<file path="config.mk">
export PLATFORM = sky130hd
export DESIGN_NAME = jtframe_credits_vram_arb_flat
export DESIGN_NICKNAME = d
export VERILOG_FILES = /design/src/rtl/jtframe_credits_vram_arb_if.sv /design/src/rtl/jtframe_credits_vram_arb.sv /design/src/flat_wrapper.sv
export SDC_FILE = /design/constraint.sdc
export NUM_CORES = 1
export LEC_CHECK = 0
export CORE_MARGIN = 2
export CORE_UTILIZATION = 30
export CTS_CLUSTER_DIAMETER = 60
export DETAILED_ROUTE_END_ITERATION = 10
export HOLD_SLACK_MARGIN = 0.05
export SLEW_MARGIN = 25
export SYNTH_ARGS = -nofsm -noshare
export SYNTH_HDL_FRONTEND = slang
export SYNTH_SLANG_ARGS = --single-unit
</file>
<file path="constraint.sdc">
create_clock -name clk -period 1.92 [get_ports clk]
set_clock_uncertainty 0.1 [all_clocks]
set_input_delay 0.192 -clock clk [delete_from_list [all_inputs] [get_ports clk]]
set_output_delay 0.192 -clock clk [all_outputs]
set_load 0.005 [all_outputs]
</file>
<file path="src/rtl/jtframe_credits_vram_arb_if.sv">
// Bundle of the two requester ports, the clear control and the credits VRAM port.
// The arbiter uses the slave view; the master view drives requests and returns RAM data.
interface jtframe_credits_vram_arb_if #(
  parameter int AW = 10
);
  logic          r0_req,  r1_req;
  logic          r0_we,   r1_we;
  logic [AW-1:0] r0_addr, r1_addr;
  logic [7:0]    r0_din,  r1_din;
  logic          r0_ack,  r1_ack;
  logic [7:0]    r0_dout, r1_dout;
  logic          clr_start;
  logic          clr_busy;
  logic [AW-1:0] vram_addr;
  logic [7:0]    vram_din;
  logic          vram_we;
  logic [7:0]    vram_dout;

  modport master (
    output r0_req, r1_req, r0_we, r1_we, r0_addr, r1_addr, r0_din, r1_din,
           clr_start, vram_dout,
    input  r0_ack, r1_ack, r0_dout, r1_dout, clr_busy, vram_addr, vram_din, vram_we
  );

  modport slave (
    input  r0_req, r1_req, r0_we, r1_we, r0_addr, r1_addr, r0_din, r1_din,
           clr_start, vram_dout,
    output r0_ack, r1_ack, r0_dout, r1_dout, clr_busy, vram_addr, vram_din, vram_we
  );
endinterface

</file>
<file path="src/rtl/jtframe_credits_vram_arb.sv">
// Two-requester round-robin arbiter for the credits VRAM with a full-screen clear engine.
// Every access takes four cycles: grant, RAM address, RAM data capture, ack.
module jtframe_credits_vram_arb #(
  parameter logic [7:0] CLR_VAL = 8'h20,
  parameter int         AW      = 10
) (
  input logic                 clk,
  input logic                 rst,
  jtframe_credits_vram_arb_if.slave bus
);

  typedef enum logic [2:0] {IDLE, ACC, RD, ACK, CLEAR} state_t;

  state_t        state, state_nx;
  logic          gnt, gnt_nx;      // requester currently being served
  logic          prio, prio_nx;    // 1: r1 wins a tie
  logic          pend, pend_nx;
  logic          busy, busy_nx;
  logic          we, we_nx;
  logic          ack0, ack0_nx, ack1, ack1_nx;
  logic [AW-1:0] addr, addr_nx;
  logic [7:0]    din, din_nx;
  logic [7:0]    dout0, dout0_nx, dout1, dout1_nx;
  logic          pick;

  assign pick = bus.r1_req & (~bus.r0_req | prio);

  assign bus.vram_addr = addr;
  assign bus.vram_din  = din;
  assign bus.vram_we   = we;
  assign bus.r0_ack    = ack0;
  assign bus.r1_ack    = ack1;
  assign bus.r0_dout   = dout0;
  assign bus.r1_dout   = dout1;
  assign bus.clr_busy  = busy;

  // NOTE: every signal gets a default before the case so no path leaves one unassigned (no latches).
  always_comb begin
    state_nx = state;
    gnt_nx   = gnt;
    prio_nx  = prio;
    pend_nx  = pend | (bus.clr_start & (state != IDLE));
    busy_nx  = busy;
    we_nx    = 1'b0;
    ack0_nx  = 1'b0;
    ack1_nx  = 1'b0;
    addr_nx  = addr;
    din_nx   = din;
    dout0_nx = dout0;
    dout1_nx = dout1;
    case (state)
      IDLE: begin
        if (bus.clr_start || pend) begin
          state_nx = CLEAR;
          pend_nx  = 1'b0;
          busy_nx  = 1'b1;
          we_nx    = 1'b1;
          addr_nx  = '0;
          din_nx   = CLR_VAL;
        end else if (bus.r0_req || bus.r1_req) begin
          state_nx = ACC;
          gnt_nx   = pick;
          prio_nx  = ~pick;
          we_nx    = pick ? bus.r1_we   : bus.r0_we;
          addr_nx  = pick ? bus.r1_addr : bus.r0_addr;
          din_nx   = pick ? bus.r1_din  : bus.r0_din;
        end
      end
      ACC: state_nx = RD;
      RD: begin
        state_nx = ACK;
        if (gnt) begin
          dout1_nx = bus.vram_dout;
          ack1_nx  = 1'b1;
        end else begin
          dout0_nx = bus.vram_dout;
          ack0_nx  = 1'b1;
        end
      end
      ACK: state_nx = IDLE;
      CLEAR: begin
        if (&addr) begin
          state_nx = IDLE;
          busy_nx  = 1'b0;
          addr_nx  = '0;
        end else begin
          we_nx   = 1'b1;
          addr_nx = addr + AW'(1);
        end
      end
      default: state_nx = IDLE;
    endcase
  end

  // NOTE: sequential state uses non-blocking assignments so all registers update together.
  always_ff @(posedge clk or posedge rst) begin
    if (rst) begin
      state <= IDLE;
      gnt   <= 1'b0;
      prio  <= 1'b0;
      pend  <= 1'b0;
      busy  <= 1'b0;
      we    <= 1'b0;
      ack0  <= 1'b0;
      ack1  <= 1'b0;
      addr  <= '0;
      din   <= '0;
      dout0 <= '0;
      dout1 <= '0;
    end else begin
      state <= state_nx;
      gnt   <= gnt_nx;
      prio  <= prio_nx;
      pend  <= pend_nx;
      busy  <= busy_nx;
      we    <= we_nx;
      ack0  <= ack0_nx;
      ack1  <= ack1_nx;
      addr  <= addr_nx;
      din   <= din_nx;
      dout0 <= dout0_nx;
      dout1 <= dout1_nx;
    end
  end

endmodule

</file>
<file path="src/flat_wrapper.sv">
// flat-port wrapper written by rule: the top's interface ports become plain ports
module jtframe_credits_vram_arb_flat 
#(
  parameter logic [7:0] CLR_VAL = 8'h20,
  parameter int         AW      = 10
)
  (clk, rst, bus_r0_req, bus_r1_req, bus_r0_we, bus_r1_we, bus_r0_addr, bus_r1_addr, bus_r0_din, bus_r1_din, bus_clr_start, bus_vram_dout, bus_r0_ack, bus_r1_ack, bus_r0_dout, bus_r1_dout, bus_clr_busy, bus_vram_addr, bus_vram_din, bus_vram_we);
  jtframe_credits_vram_arb_if #(.AW(AW)) bus_i ();
  input logic clk;
  input logic rst;
  input wire logic [$bits(bus_i.r0_req)-1:0] bus_r0_req;
  input wire logic [$bits(bus_i.r1_req)-1:0] bus_r1_req;
  input wire logic [$bits(bus_i.r0_we)-1:0] bus_r0_we;
  input wire logic [$bits(bus_i.r1_we)-1:0] bus_r1_we;
  input wire logic [$bits(bus_i.r0_addr)-1:0] bus_r0_addr;
  input wire logic [$bits(bus_i.r1_addr)-1:0] bus_r1_addr;
  input wire logic [$bits(bus_i.r0_din)-1:0] bus_r0_din;
  input wire logic [$bits(bus_i.r1_din)-1:0] bus_r1_din;
  input wire logic [$bits(bus_i.clr_start)-1:0] bus_clr_start;
  input wire logic [$bits(bus_i.vram_dout)-1:0] bus_vram_dout;
  output wire logic [$bits(bus_i.r0_ack)-1:0] bus_r0_ack;
  output wire logic [$bits(bus_i.r1_ack)-1:0] bus_r1_ack;
  output wire logic [$bits(bus_i.r0_dout)-1:0] bus_r0_dout;
  output wire logic [$bits(bus_i.r1_dout)-1:0] bus_r1_dout;
  output wire logic [$bits(bus_i.clr_busy)-1:0] bus_clr_busy;
  output wire logic [$bits(bus_i.vram_addr)-1:0] bus_vram_addr;
  output wire logic [$bits(bus_i.vram_din)-1:0] bus_vram_din;
  output wire logic [$bits(bus_i.vram_we)-1:0] bus_vram_we;
  assign bus_i.r0_req = bus_r0_req;
  assign bus_i.r1_req = bus_r1_req;
  assign bus_i.r0_we = bus_r0_we;
  assign bus_i.r1_we = bus_r1_we;
  assign bus_i.r0_addr = bus_r0_addr;
  assign bus_i.r1_addr = bus_r1_addr;
  assign bus_i.r0_din = bus_r0_din;
  assign bus_i.r1_din = bus_r1_din;
  assign bus_i.clr_start = bus_clr_start;
  assign bus_i.vram_dout = bus_vram_dout;
  assign bus_r0_ack = bus_i.r0_ack;
  assign bus_r1_ack = bus_i.r1_ack;
  assign bus_r0_dout = bus_i.r0_dout;
  assign bus_r1_dout = bus_i.r1_dout;
  assign bus_clr_busy = bus_i.clr_busy;
  assign bus_vram_addr = bus_i.vram_addr;
  assign bus_vram_din = bus_i.vram_din;
  assign bus_vram_we = bus_i.vram_we;
  jtframe_credits_vram_arb #(.CLR_VAL(CLR_VAL), .AW(AW)) u_core (.clk(clk), .rst(rst), .bus(bus_i));
endmodule
</file>
==> results of run 1 <==
cells by family after synthesis:
family	Yosys count	synth area share, %
AOI/OAI and AO/OA	49	15.46
xor gates and xnor gates	1	0.4010
buffers and inverters	11	2.806
and+or+nand+nor	48	12.43
DFF	44	50.40
adders and majority gates	1	0.5726
muxes	34	17.93
metrics by stage:
step           util [%]  hold slack [ns]  worst slack (ns)
6_report          47.53           0.1542            0.1261
5_1_grt           47.53           0.1956           0.01109
3_5_place_dp      46.18           0.3713          0.008075
4_1_cts           47.53           0.1647           0.07869
3_3_place_gp      46.18           0.3615           0.02015
2_1_floorplan         -           0.1961            0.2547
registers in the layout (all words and copies together) (netlist names):
register	flops
u_core.bus.vram_addr	10
u_core.bus.r0_dout	8
u_core.bus.r1_dout	8
u_core.bus.vram_din	8
u_core.state	3
u_core.bus.clr_busy	1
u_core.bus.r0_ack	1
u_core.bus.r1_ack	1
u_core.bus.vram_we	1
u_core.gnt	1
u_core.pend	1
u_core.prio	1
worst min-delay path by stage:
stage	depth (start not counted)	endpoint	slack [ns]	from
after detailed placement	2	u_core.bus.vram_din[0]$_DFFE_PP0P_	0.37	u_core.bus.vram_din[0]$_DFFE_PP0P_
after floorplan	1	u_core.prio$_DFFE_PP0P_	0.20	bus_r1_req
after global placement	2	u_core.bus.vram_din[3]$_DFFE_PP0P_	0.36	u_core.bus.vram_din[3]$_DFFE_PP0P_
after global routing	3	u_core.bus.r0_dout[4]$_DFFE_PP0P_	0.20	rst
final	3	u_core.bus.r0_dout[4]$_DFFE_PP0P_	0.15	rst
after CTS	3	u_core.bus.r0_dout[4]$_DFFE_PP0P_	0.16	rst
worst min-delay path: cells and delay by family:
kind / cells / cell delay [ns]
buf+inv: 3 / 0.73
metal layers:
| metal | part of all wire, % | track usage, % |
|---|---|---|
| met1 | 47 | 19.78 |
| met2 | 47 | 22.96 |
| met3 | 4.9 | 2.770 |
| met4 | 1.5 | 5.834 |
| met5 | 0 | 0 |
cells in the final DEF (no fill, tap or decap), drive strengths merged, types with 7 or more instances in the layout:
| cell type | count |
|---|---|
| buf | 15 |
| clkbuf | 7 |
| clkdlybuf4s50 | 88 |
| dfrtp | 44 |
| inv | 8 |
| mux2 | 17 |
| mux2i | 17 |
| nand2 | 19 |
| nor2 | 13 |
| o21ai | 20 |
power groups by stage:
stage | clock network, mW | registers (mW) | logic [mW]
after floorplan | 0 | 1.33 | 0.441
after global placement | 0 | 1.31 | 1.12
after detailed placement | 0 | 1.32 | 1.14
after CTS | 0.641 | 1.30 | 1.14
after global routing | 0.672 | 1.33 | 1.25
final | 0.621 | 1.30 | 1.13
cell type report:
type                            instances  area [um^2]  area share [%]
Clock buffer                            7        96.34           2.840
Multi-Input combinational cell        133         1022           30.14
Inverter                                8        30.03          0.8853
Sequential cell                        44         1101           32.46
Timing Repair Buffer                  103         1018           30.03
Tap cell                               99        123.9           3.652
==> qor.txt, run 1 <==
Worst path slowest cell -> dfrtp_1
CTS tree -> built
Arr. time, crit path -> 1.88 ns
Mean Syn Cell Area -> 11.62 um^2
routed wire length -> 5.489 mm
RSZ-0062 raised after global routing -> no
antenna cell count -> 0
Post-Layout Cell Count -> 394
chip height -> 89.34 um
WP buf/inv -> 0
largest cells by area after synthesis -> dfrtp_1 (50%), mux2i_1 (7.8%), mux2_4 (5.5%), o21ai_0 (3.9%), mux2_2 (3.6%)
run status -> finished, final reports clean
post-layout min period -> 1.794 ns
Worst setup endpoint -> u_core.bus.vram_addr[2]$_DFFE_PP0P_
core area -> 7137 um^2
H-Tree Level Count -> 2
worst slew pin tran -> 0.4180 ns
largest net degree at the start of global routing -> 45
Final ANT Viol Nets -> 0
worst skew pair latency -> 0.29 ns
# fillers -> 697
synthesis-to-finish area growth -> 55.27%
synthesis-stage register bit count -> 44
syn nets -> 240
Final Cell Area -> 3392 um^2
maximum vdd ir drop -> 0.4265 mV
post-detail-place hpwl -> 4.139 mm
total setup buffers inserted after CTS -> 0
hold crit path type -> primary input to asynchronous set/reset pin
Max stage delay on crit path -> 0.42 ns
setup_tns -> 0 ns
root buf cell -> clkbuf_8
CP delay by family, top -> compound AO/OA/AOI/OAI gates
Sequential Power Share -> 42.7%
clock power share -> 20.4%
fmax -> 557.4 MHz
R2R depth -> 5
startpoint types -> register
IO Count -> 89
kind of critical path -> register to register
gr ovfl total -> 0
first-pass GRT wire length -> 8.921 mm
asr flop ratio synth -> 100.0%
Worst Setup SP -> u_core.bus.vram_addr[1]$_DFFE_PP0P_
count leader, synth -> dfrtp_1
crit-path cells -> ha_1 > nand3_1 > o31ai_4 > o32ai_1 > a22o_1
Max-Cap Viols -> 0
Seq/Total Area, Yosys -> 50.40%
Hold Buf Count CTS -> 0
most area-hungry cell type in the Yosys netlist -> dfrtp_1
LEAKAGE -> 1.500 nW
Nets -> 347
Num Clock Sinks -> 44
DRC violations left -> 0
Gates resized, CTS repair -> 0
Hold Fails Final Rpt -> 0
via count -> 1867
vias in the first global route -> 1802
Bufs on Longest Clock Path -> 2
FP Rows -> 31
Routed WL per cell -> 13.93 um
Cells after Synth -> 188
yosys warns -> 0
share of layout cells above drive strength 1 -> 16.27%
initial core utilization -> 30.61%
fin. max-slew vios -> 0
GR Util All Layers -> 14.58%
Final Power -> 3.049 mW
R2R Path End -> u_core.bus.vram_addr[2]$_DFFE_PP0P_
Yosys cell types -> 38
mapped cell area -> 2185 um^2
top cells by count, synth -> dfrtp_1 (44), nand2_1 (19), mux2i_1 (17), o21ai_0 (17), nor2_1 (10)
total CTS buffers -> 5
Crit Path Max Fanout -> 8
power density over the cells -> 898.9 nW/um^2
die width -> 89.34 um
P_sw -> 927.3 uW
Port Buf Inserts -> 88
total die area -> 7981 um^2
DR pass1 iterations -> 4
violation count after the first detailed-route iteration -> 80
EDFF count, synth -> 0
R2R setup slack -> 0.13 ns
switching share of power -> 30.41%
Max-slew headroom -> 72.13%
Clk pin slew, worst setup/hold paths -> 0.08 ns
placed insts -> 387
initial antenna violation count -> 0
DP Area -> 3296 um^2
internal power -> 2.122 mW
Main synth FF type -> dfrtp_1
Worst path depth -> 5
critical path endpoint category -> register
# setup viols final -> 0
via-per-instance ratio -> 4.739
data required time of the critical path -> 2.01 ns
post-synth top area share -> 50.40%
RePlAce Congestion -> 0.8097
reg2reg start -> u_core.bus.vram_addr[1]$_DFFE_PP0P_
final worst-path cycle share -> 93.43%
combinational group share of total power -> 37.0%
(Power assumes the default switching activity.)
==> run 2, diff against run 1 <==
Settings changed: DONT_BUFFER_PORTS set to 1, GPL_TIMING_DRIVEN set to 0.
==> run 2 against run 1 <==
- combinational power decreased by 47%
- final area down 20%
- sequential share of layout area is 8.0 points higher
- non-clock buffer count down 69
- critical path depth grew 1
- global-route usage is 1.3 points lower
- hold slack lost 0.091 ns
- count of clock-buffer cells in the layout shrank 1
- first-iteration DRC count decreased by 44%
- power is 15% lower
- largest cell class unchanged
- largest power group unchanged
- highest routed layer unchanged
==> qor.txt, run 2 (synthesized netlist as in run 1, its figures left out) <==
max reg flops -> 10
DR pass1 iterations -> 6
Max-slew headroom -> 71.43%
final worst-path cycle share -> 93.99%
DRC violations left -> 0
reg2reg start -> u_core.bus.vram_addr[1]$_DFFE_PP0P_
Final Cell Area -> 2726 um^2
post-layout min period -> 1.805 ns
R2R Path End -> u_core.bus.vram_addr[2]$_DFFE_PP0P_
vias in the first global route -> 1620
Crit Path Max Fanout -> 5
Arr. time, crit path -> 1.90 ns
post-detail-place hpwl -> 3.681 mm
Worst Setup SP -> u_core.bus.vram_addr[1]$_DFFE_PP0P_
DP Area -> 2328 um^2
chip height -> 89.34 um
worst slew pin tran -> 0.4285 ns
initial antenna violation count -> 0
Routed WL per cell -> 16.31 um
power density over the cells -> 953.3 nW/um^2
total CTS buffers -> 5
die width -> 89.34 um
Bufs on Longest Clock Path -> 2
setup_tns -> 0 ns
commonest non-fill, non-tap cell in the layout -> dfrtp_1
via-per-instance ratio -> 5.077
largest net degree at the start of global routing -> 29
Worst setup endpoint -> u_core.bus.vram_addr[2]$_DFFE_PP0P_
share of layout cells above drive strength 1 -> 20.26%
Final ANT Viol Nets -> 0
Clk pin slew, worst setup/hold paths -> 0.09 ns
GR Util All Layers -> 13.32%
run status -> finished, final reports clean
most frequent cells in the layout -> dfrtp_1 (43), dlygate4sd3_1 (27), nand2_1 (18)
routed wire length -> 5.316 mm
LEAKAGE -> 1.242 nW
RePlAce Congestion -> 0.7413
CTS tree -> built
Max-Cap Viols -> 0
# setup viols final -> 0
gr ovfl total -> 0
total die area -> 7981 um^2
Num Clock Sinks -> 44
H-Tree Level Count -> 2
hold slack final -> 0.06339 ns
root buf cell -> clkbuf_8
core area -> 7137 um^2
Hold Fails Final Rpt -> 0
R2R setup slack -> 0.12 ns
kind of critical path -> register to register
antenna cell count -> 0
IO Count -> 89
FP Rows -> 31
violation count after the first detailed-route iteration -> 45
data required time of the critical path -> 2.01 ns
Nets -> 278
fmax -> 554.1 MHz
hold crit path type -> primary input to register
worst skew pair latency -> 0.30 ns
RSZ-0062 raised after global routing -> no
via count -> 1655
startpoint types -> register
Port Buf Inserts -> 0
R2R depth -> 6
first-pass GRT wire length -> 8.100 mm
critical path endpoint category -> register
synthesis-to-finish area growth -> 24.80%
fin. max-slew vios -> 0
initial core utilization -> 30.61%
maximum vdd ir drop -> 0.3172 mV
-- run 2: per-stage QoR --
| stage | total power [mW] | util [%] | std cells | setup slack [ns] |
|---|---|---|---|---|
| global placement | 1.932 | 32.35 | 287 | -0.02007 |
| CTS | 2.624 | 38.03 | 326 | 0.08367 |
| global route | 2.781 | 38.20 | 326 | 0.0002069 |
| finish | 2.599 | 38.20 | 326 | 0.1154 |
| floorplan | 1.776 | - | 188 | 0.2547 |
| detailed placement | 1.956 | 32.63 | 288 | -0.04968 |
-- run 2: layer usage --
layer	up-vias	routed length (um)	GRT usage [%]
met5	-	0	0
met4	0	53	3.664
met3	6	400	4.986
met2	59	2643	23.57
met1	822	2218	15.02
li1	768	-	-
-- run 2: layout make-up --
type | instances | area, um^2
Timing Repair Buffer | 31 | 312.8
Buffer | 3 | 31.28
Clock inverter | 2 | 10.01
Clock buffer | 6 | 82.58
Fill cell | 735 | 4410
Inverter | 8 | 30.03
Sequential cell | 44 | 1102
Multi-Input combinational cell | 133 | 1033
Tap cell | 99 | 123.9
-- run 2: power breakdown --
group          switching (mW)  internal, mW
Clock                   0.309         0.287
Sequential              0.288          1.12
Combinational           0.286         0.309
-- run 2: worst min-delay path by stage --
stage,start,endpoint,slack (ns),depth (start not counted)
after floorplan,bus_r1_req,u_core.prio$_DFFE_PP0P_,0.20,1
after global placement,bus_r1_req,u_core.prio$_DFFE_PP0P_,0.20,1
after detailed placement,rst,u_core.bus.r0_dout[1]$_DFFE_PP0P_,-0.02,1
after CTS,bus_r1_din[5],u_core.bus.vram_din[5]$_DFFE_PP0P_,0.06,3
after global routing,bus_r1_din[5],u_core.bus.vram_din[5]$_DFFE_PP0P_,0.07,3
final,bus_r1_din[5],u_core.bus.vram_din[5]$_DFFE_PP0P_,0.06,3
-- run 2: critical path, stage by stage, from the launching register on --
cell,delay (ns)
dfrtp_1,0.44
ha_1,0.24
nand3_1,0.19
o31ai_4,0.24
buf_4,0.18
o32ai_1,0.08
a22o_1,0.23
-- run 2: what timing repair did --
action                                  CTS  global route
setup buffers                             3             0
pin swaps                                 1             0
hold buffers                             27             0
resized for setup                         0             5
endpoints found under the hold margin    74             0
endpoints found under the setup margin    5             8
==> RTL edit 1: new RTL, settings of run 1 <==
The 5 states of `state_t` get a Gray code encoding in 3 bits.
--- a/src/rtl/jtframe_credits_vram_arb.sv
+++ b/src/rtl/jtframe_credits_vram_arb.sv
@@ -11,3 +11,3 @@
 
-  typedef enum logic [2:0] {IDLE, ACC, RD, ACK, CLEAR} state_t;
+  typedef enum logic [2:0] {IDLE = 3'b000, ACC = 3'b001, RD = 3'b011, ACK = 3'b010, CLEAR = 3'b110} state_t;
 
Formal check against the unedited RTL: same outputs for any inputs over 10 cycles, from zero or initial values and one cycle with rst high; not proved beyond that.
==> RTL edit 1 against run 1 <==
Wire length grew 7.4%; area after synthesis shrank 1.7%; sequential share of layout area shrank 0.75 points; worst hold slack lost 0.021 ns; highest routed layer unchanged; worst setup slack lost 0.013 ns; design area grew 2.4%; sequential cell count is the same.
Power is not compared: it rests on default switching activity, and its combinational part moved more than twofold at a synthesized area within 25%.
==> RTL edit 1: results (changes against run 1) <==
stage,metric,value,unit,change
outcome,outcome,"finished, final reports clean",,unchanged
layout,number of non-clock buffers,116,,was 103
place,hpwl dp,4500,um,was 4140 um
layout,"Clock buffers and inverters, area share",0.0371,,was 0.0284
place,Placement Setup Slack,-0.0141,ns,was 0.00807 ns
global_routing,GR Util met1,0.202,,was 0.198
routing,wire length on met3,277,um,was 269 um
routing,initial drt markers,98,,was 80
routing,wire length on met2,2970,um,was 2580 um
critical_path,worst r2r src,u_core.state[0],,was u_core.bus.vram_addr[1]
sta,setup ws final,0.113,ns,was 0.126 ns
place,RePlAce Congestion,0.890,,was 0.810
layout,post-route cell area,0.00347,mm2,was 0.00339 mm2
critical_path,WP data arrival,1.93,ns,was 1.88 ns
sta,hold_ws,0.133,ns,was 0.154 ns
yosys,"Seq/Total Area, Yosys",0.513,,was 0.504
yosys,Post-Syn Nets,262,,was 240
layout,Signal inverters,7,,was 8
global_routing,GRT met2 Usage,0.260,,was 0.230
routing,final WL,5900,um,was 5490 um
place,placed instance area,0.00331,mm2,was 0.00330 mm2
routing,vias per cell,4.72,,was 4.74
critical_path,Worst Setup EP,u_core.bus.vram_addr[0],,was u_core.bus.vram_addr[2]
layout,Total Nets Final,377,,was 347
yosys,Yosys cell types,43,,was 38
yosys,ranking of synthesized cells by area,"dfrtp_1 (51%), mux2i_1 (7.0%), nand2_1 (6.6%), mux2_2 (5.8%), o21ai_1 (3.5%)",,"was dfrtp_1 (50%), mux2i_1 (7.8%), mux2_4 (5.5%), o21ai_0 (3.9%), mux2_2 (3.6%)"
layout,layout sequential cell count,44,,unchanged
layout,Filler Cells Inserted,638,,was 697
layout,non-clk buf share,0.325,,was 0.300
global_routing,GRT Overall Usage,0.156,,was 0.146
power_and_ir_drop,total chip power,4.79,mW,
layout,clock buffers,5,,was 7
RTL edit 1: cell types whose count changed after synthesis, sizes merged, moves of 3 or more:
cell	run 1	this run
o32a	3	0
o22ai	4	0
nand2	19	38
mux2	17	11
o21ai	20	23
nand2b	0	3
nor4	0	3
a21oi	6	9
buf	3	7
RTL edit 1: logic make-up after synthesis:
family,count (synthesis),share of synthesized area
simple gates,76,0.166
buf+inv,15,0.0390
fa+ha+maj,1,0.00582
flops,44,0.513
compound gates,48,0.149
mux,26,0.128
RTL edit 1: worst register-to-register path, stage by stage (launching register included):
cell	delay, ns
dfrtp_1	0.42
nand3b_1	0.36
a41o_1	0.38
buf_4	0.16
o221ai_1	0.17
o21a_1	0.15
RTL edit 1: per-stage QoR:
step / instances / TNS [ns]
floorplan: 210 / 0
finish: 421 / 0
detailed placement: 411 / -0.0224
CTS: 418 / 0
global placement: 411 / 0
global route: 421 / 0
==> RTL edit 2: new RTL, config.mk and constraints of run 1 <==
Without the edit above. `AW` is set to 10 in 3 places; all go to 9.
--- a/src/rtl/jtframe_credits_vram_arb_if.sv
+++ b/src/rtl/jtframe_credits_vram_arb_if.sv
@@ -3,3 +3,3 @@
 interface jtframe_credits_vram_arb_if #(
-  parameter int AW = 10
+  parameter int AW = 9
 );
--- a/src/rtl/jtframe_credits_vram_arb.sv
+++ b/src/rtl/jtframe_credits_vram_arb.sv
@@ -4,3 +4,3 @@
   parameter logic [7:0] CLR_VAL = 8'h20,
-  parameter int         AW      = 10
+  parameter int         AW      = 9
 ) (
--- a/src/flat_wrapper.sv
+++ b/src/flat_wrapper.sv
@@ -4,3 +4,3 @@
   parameter logic [7:0] CLR_VAL = 8'h20,
-  parameter int         AW      = 10
+  parameter int         AW      = 9
 )
Interface: changed (resized bus_r0_addr, bus_r1_addr and bus_vram_addr); port bits go from 89 to 86. No check against the original RTL was run, so the function may have changed too.
==> RTL edit 2 against run 1 <==
The flow now finishes with violations (setup timing); core utilization up 3.4 points; sequential cell count fell by 1; worst setup slack worse by 0.59 ns; power fell by 0.75%; design area grew 2.1%; wire length increased by 2.1%; area after synthesis down 3.1%.
==> RTL edit 2: results (changes against run 1) <==
stage,metric,value,unit,change
yosys,"Seq/Total Area, Yosys",0.508,,was 0.504
power_and_ir_drop,P_leak,1.54,nW,was 1.50 nW
global_routing,largest net degree at the start of global routing,26,,was 45
sta,setup ws final,-0.460,ns,was 0.126 ns
place,Placed Instances,392,,was 387
outcome,outcome,"complete, but fails checks",,"was finished, final reports clean"
global_routing,GR Util met1,0.193,,was 0.198
routing,TritonRoute pass-1 iters,6,,was 4
critical_path,WP data arrival,2.50,ns,was 1.88 ns
yosys,"Primary FF master, synth",dfrtp_1,,unchanged
clock_tree,Clock transition at path regs,0.10,ns,was 0.08 ns
layout,Total Nets Final,356,,was 347
yosys,Yosys cell types,43,,was 38
global_routing,first-pass GRT wire length,9090,um,was 8920 um
layout,layout cells sized above 1,0.258,,was 0.163
critical_path,largest fanout on the critical path,6,,was 8
floorplan,DIE AREA,0.00774,mm2,was 0.00798 mm2
global_routing,GRT Overall Usage,0.150,,was 0.146
place,I/O Buffers,85,,was 88
layout,Largest register FFs,9,,was 10
yosys,ys async rst share,1.00,,unchanged
routing,WL/cell,13.9,um,about the same
yosys,Commonest cells post-synth,"dfrtp_1 (43), o21ai_0 (18), mux2_2 (17)",,"was dfrtp_1 (44), nand2_1 (19), mux2i_1 (17), o21ai_0 (17), nor2_1 (10)"
yosys,Mean Syn Cell Area,11.1,um2,was 11.6 um2
yosys,yosys synthesis warning count,0,,unchanged
layout,final cell count without fillers,402,,was 394
yosys,Post-Syn Nets,241,,was 240
clock_tree,clk buf depth,2,,unchanged
place,Placement Setup Slack,-0.536,ns,was 0.00807 ns
global_routing,GRT met2 Usage,0.245,,was 0.230
power_and_ir_drop,Int Power,2.08,mW,was 2.12 mW
outcome,failing checks,setup timing,,
place,RePlAce Congestion,0.816,,was 0.810
sta,final setup fails,9,,was 0
power_and_ir_drop,Max IR drop VDD,0.364,mV,was 0.426 mV
place,hpwl dp,4270,um,was 4140 um
yosys,ranking of synthesized cells by area,"dfrtp_1 (51%), mux2_2 (9.0%), mux2i_1 (5.2%), o21ai_0 (4.3%), and3_1 (2.7%)",,"was dfrtp_1 (50%), mux2i_1 (7.8%), mux2_4 (5.5%), o21ai_0 (3.9%), mux2_2 (3.6%)"
global_routing,met3 Track Usage GR,0.0471,,was 0.0277
routing,initial drt markers,59,,was 80
routing,vias,1905,,was 1867
sta,slew at the pin closest to its max-slew limit,0.699,ns,was 0.418 ns
RTL edit 2: cell types whose count changed after synthesis, sizes merged, moves of 4 or more:
cell           run 1  this run
mux2i             17        11
a22o               6         0
a21oi              6        11
o211ai             0         4
inv                8         3
o22ai              4         0
nand3              5         1
and3               2        10
nand2             19        13
RTL edit 2: cells by family after synthesis:
logic type               share of synthesized area
AND/OR/NAND/NOR                              0.163
AO/OA/AOI/OAI                                0.142
flip-flops                                   0.508
multiplexers                                 0.142
buffers and inverters                       0.0284
adder cells (fa/ha/maj)                     0.0118
XOR/XNOR                                   0.00414
RTL edit 2: final timing paths:
kind,start,end,slack (ns),depth (start not counted)
setup reg to reg,u_core.bus.vram_addr[1],u_core.bus.vram_addr[6],-0.46,10
hold reg to reg,u_core.prio,u_core.prio,0.38,1
max in group asynchronous,rst,u_core.state[0],1.09,3
hold / removal,rst,u_core.bus.r0_dout[1],0.11,2
setup / recovery,u_core.bus.vram_addr[1],u_core.bus.vram_addr[6],-0.46,10
min in group clk,u_core.prio,u_core.prio,0.38,1
RTL edit 2: layer usage:
metal / routed length (um) / part of all wire
met1: 2530 / 0.45
met2: 2630 / 0.47
met3: 366 / 0.065
met4: 75 / 0.013
met5: 0 / 0
RTL edit 2: timing repair:
item / 4_1_cts / 5_1_grt
setup buffers: 1 / 1
gates resized for setup: 5 / 4
endpoints found under the setup margin: 10 / 10
pin swaps: 7 / 8
RTL edit 2: cell type report:
cell class | instances | area, um2
Clock buffer | 5 | 68.8
Clock inverter | 3 | 26.3
Fill cell | 648 | 3330
Inverter | 3 | 11.3
Multi-Input combinational cell | 136 | 1060
Sequential cell | 43 | 1080
Tap cell | 96 | 120
Timing Repair Buffer | 116 | 1100
RTL edit 2: power by group through the flow:
stage	sequential [mW]	combinational, mW	clock, mW
6_report	1.20	1.20	0.625
5_1_grt	1.22	1.33	0.699
2_1_floorplan	1.25	0.433	0
3_3_place_gp	1.22	1.13	0
3_5_place_dp	1.22	1.14	0
4_1_cts	1.20	1.18	0.655
RTL edit 2: metrics by stage:
stage | setup TNS (ns) | instance area, um2
CTS | -3.95 | 3430
floorplan | -3.37 | 2150
global route | -3.95 | 3460
detailed placement | -3.95 | 3300
global placement | -3.52 | 3300
finish | -3.02 | 3460
RTL edit 2: critical path: stages, from the launching register on:
cell	delay, ns
dfrtp_1	0.39
ha_2	0.19
and3_4	0.14
and3_4	0.14
and3_4	0.15
ha_4	0.15
or4b_4	0.54
buf_6	0.17
a31oi_4	0.14
o21ai_1	0.09
o211ai_1	0.09
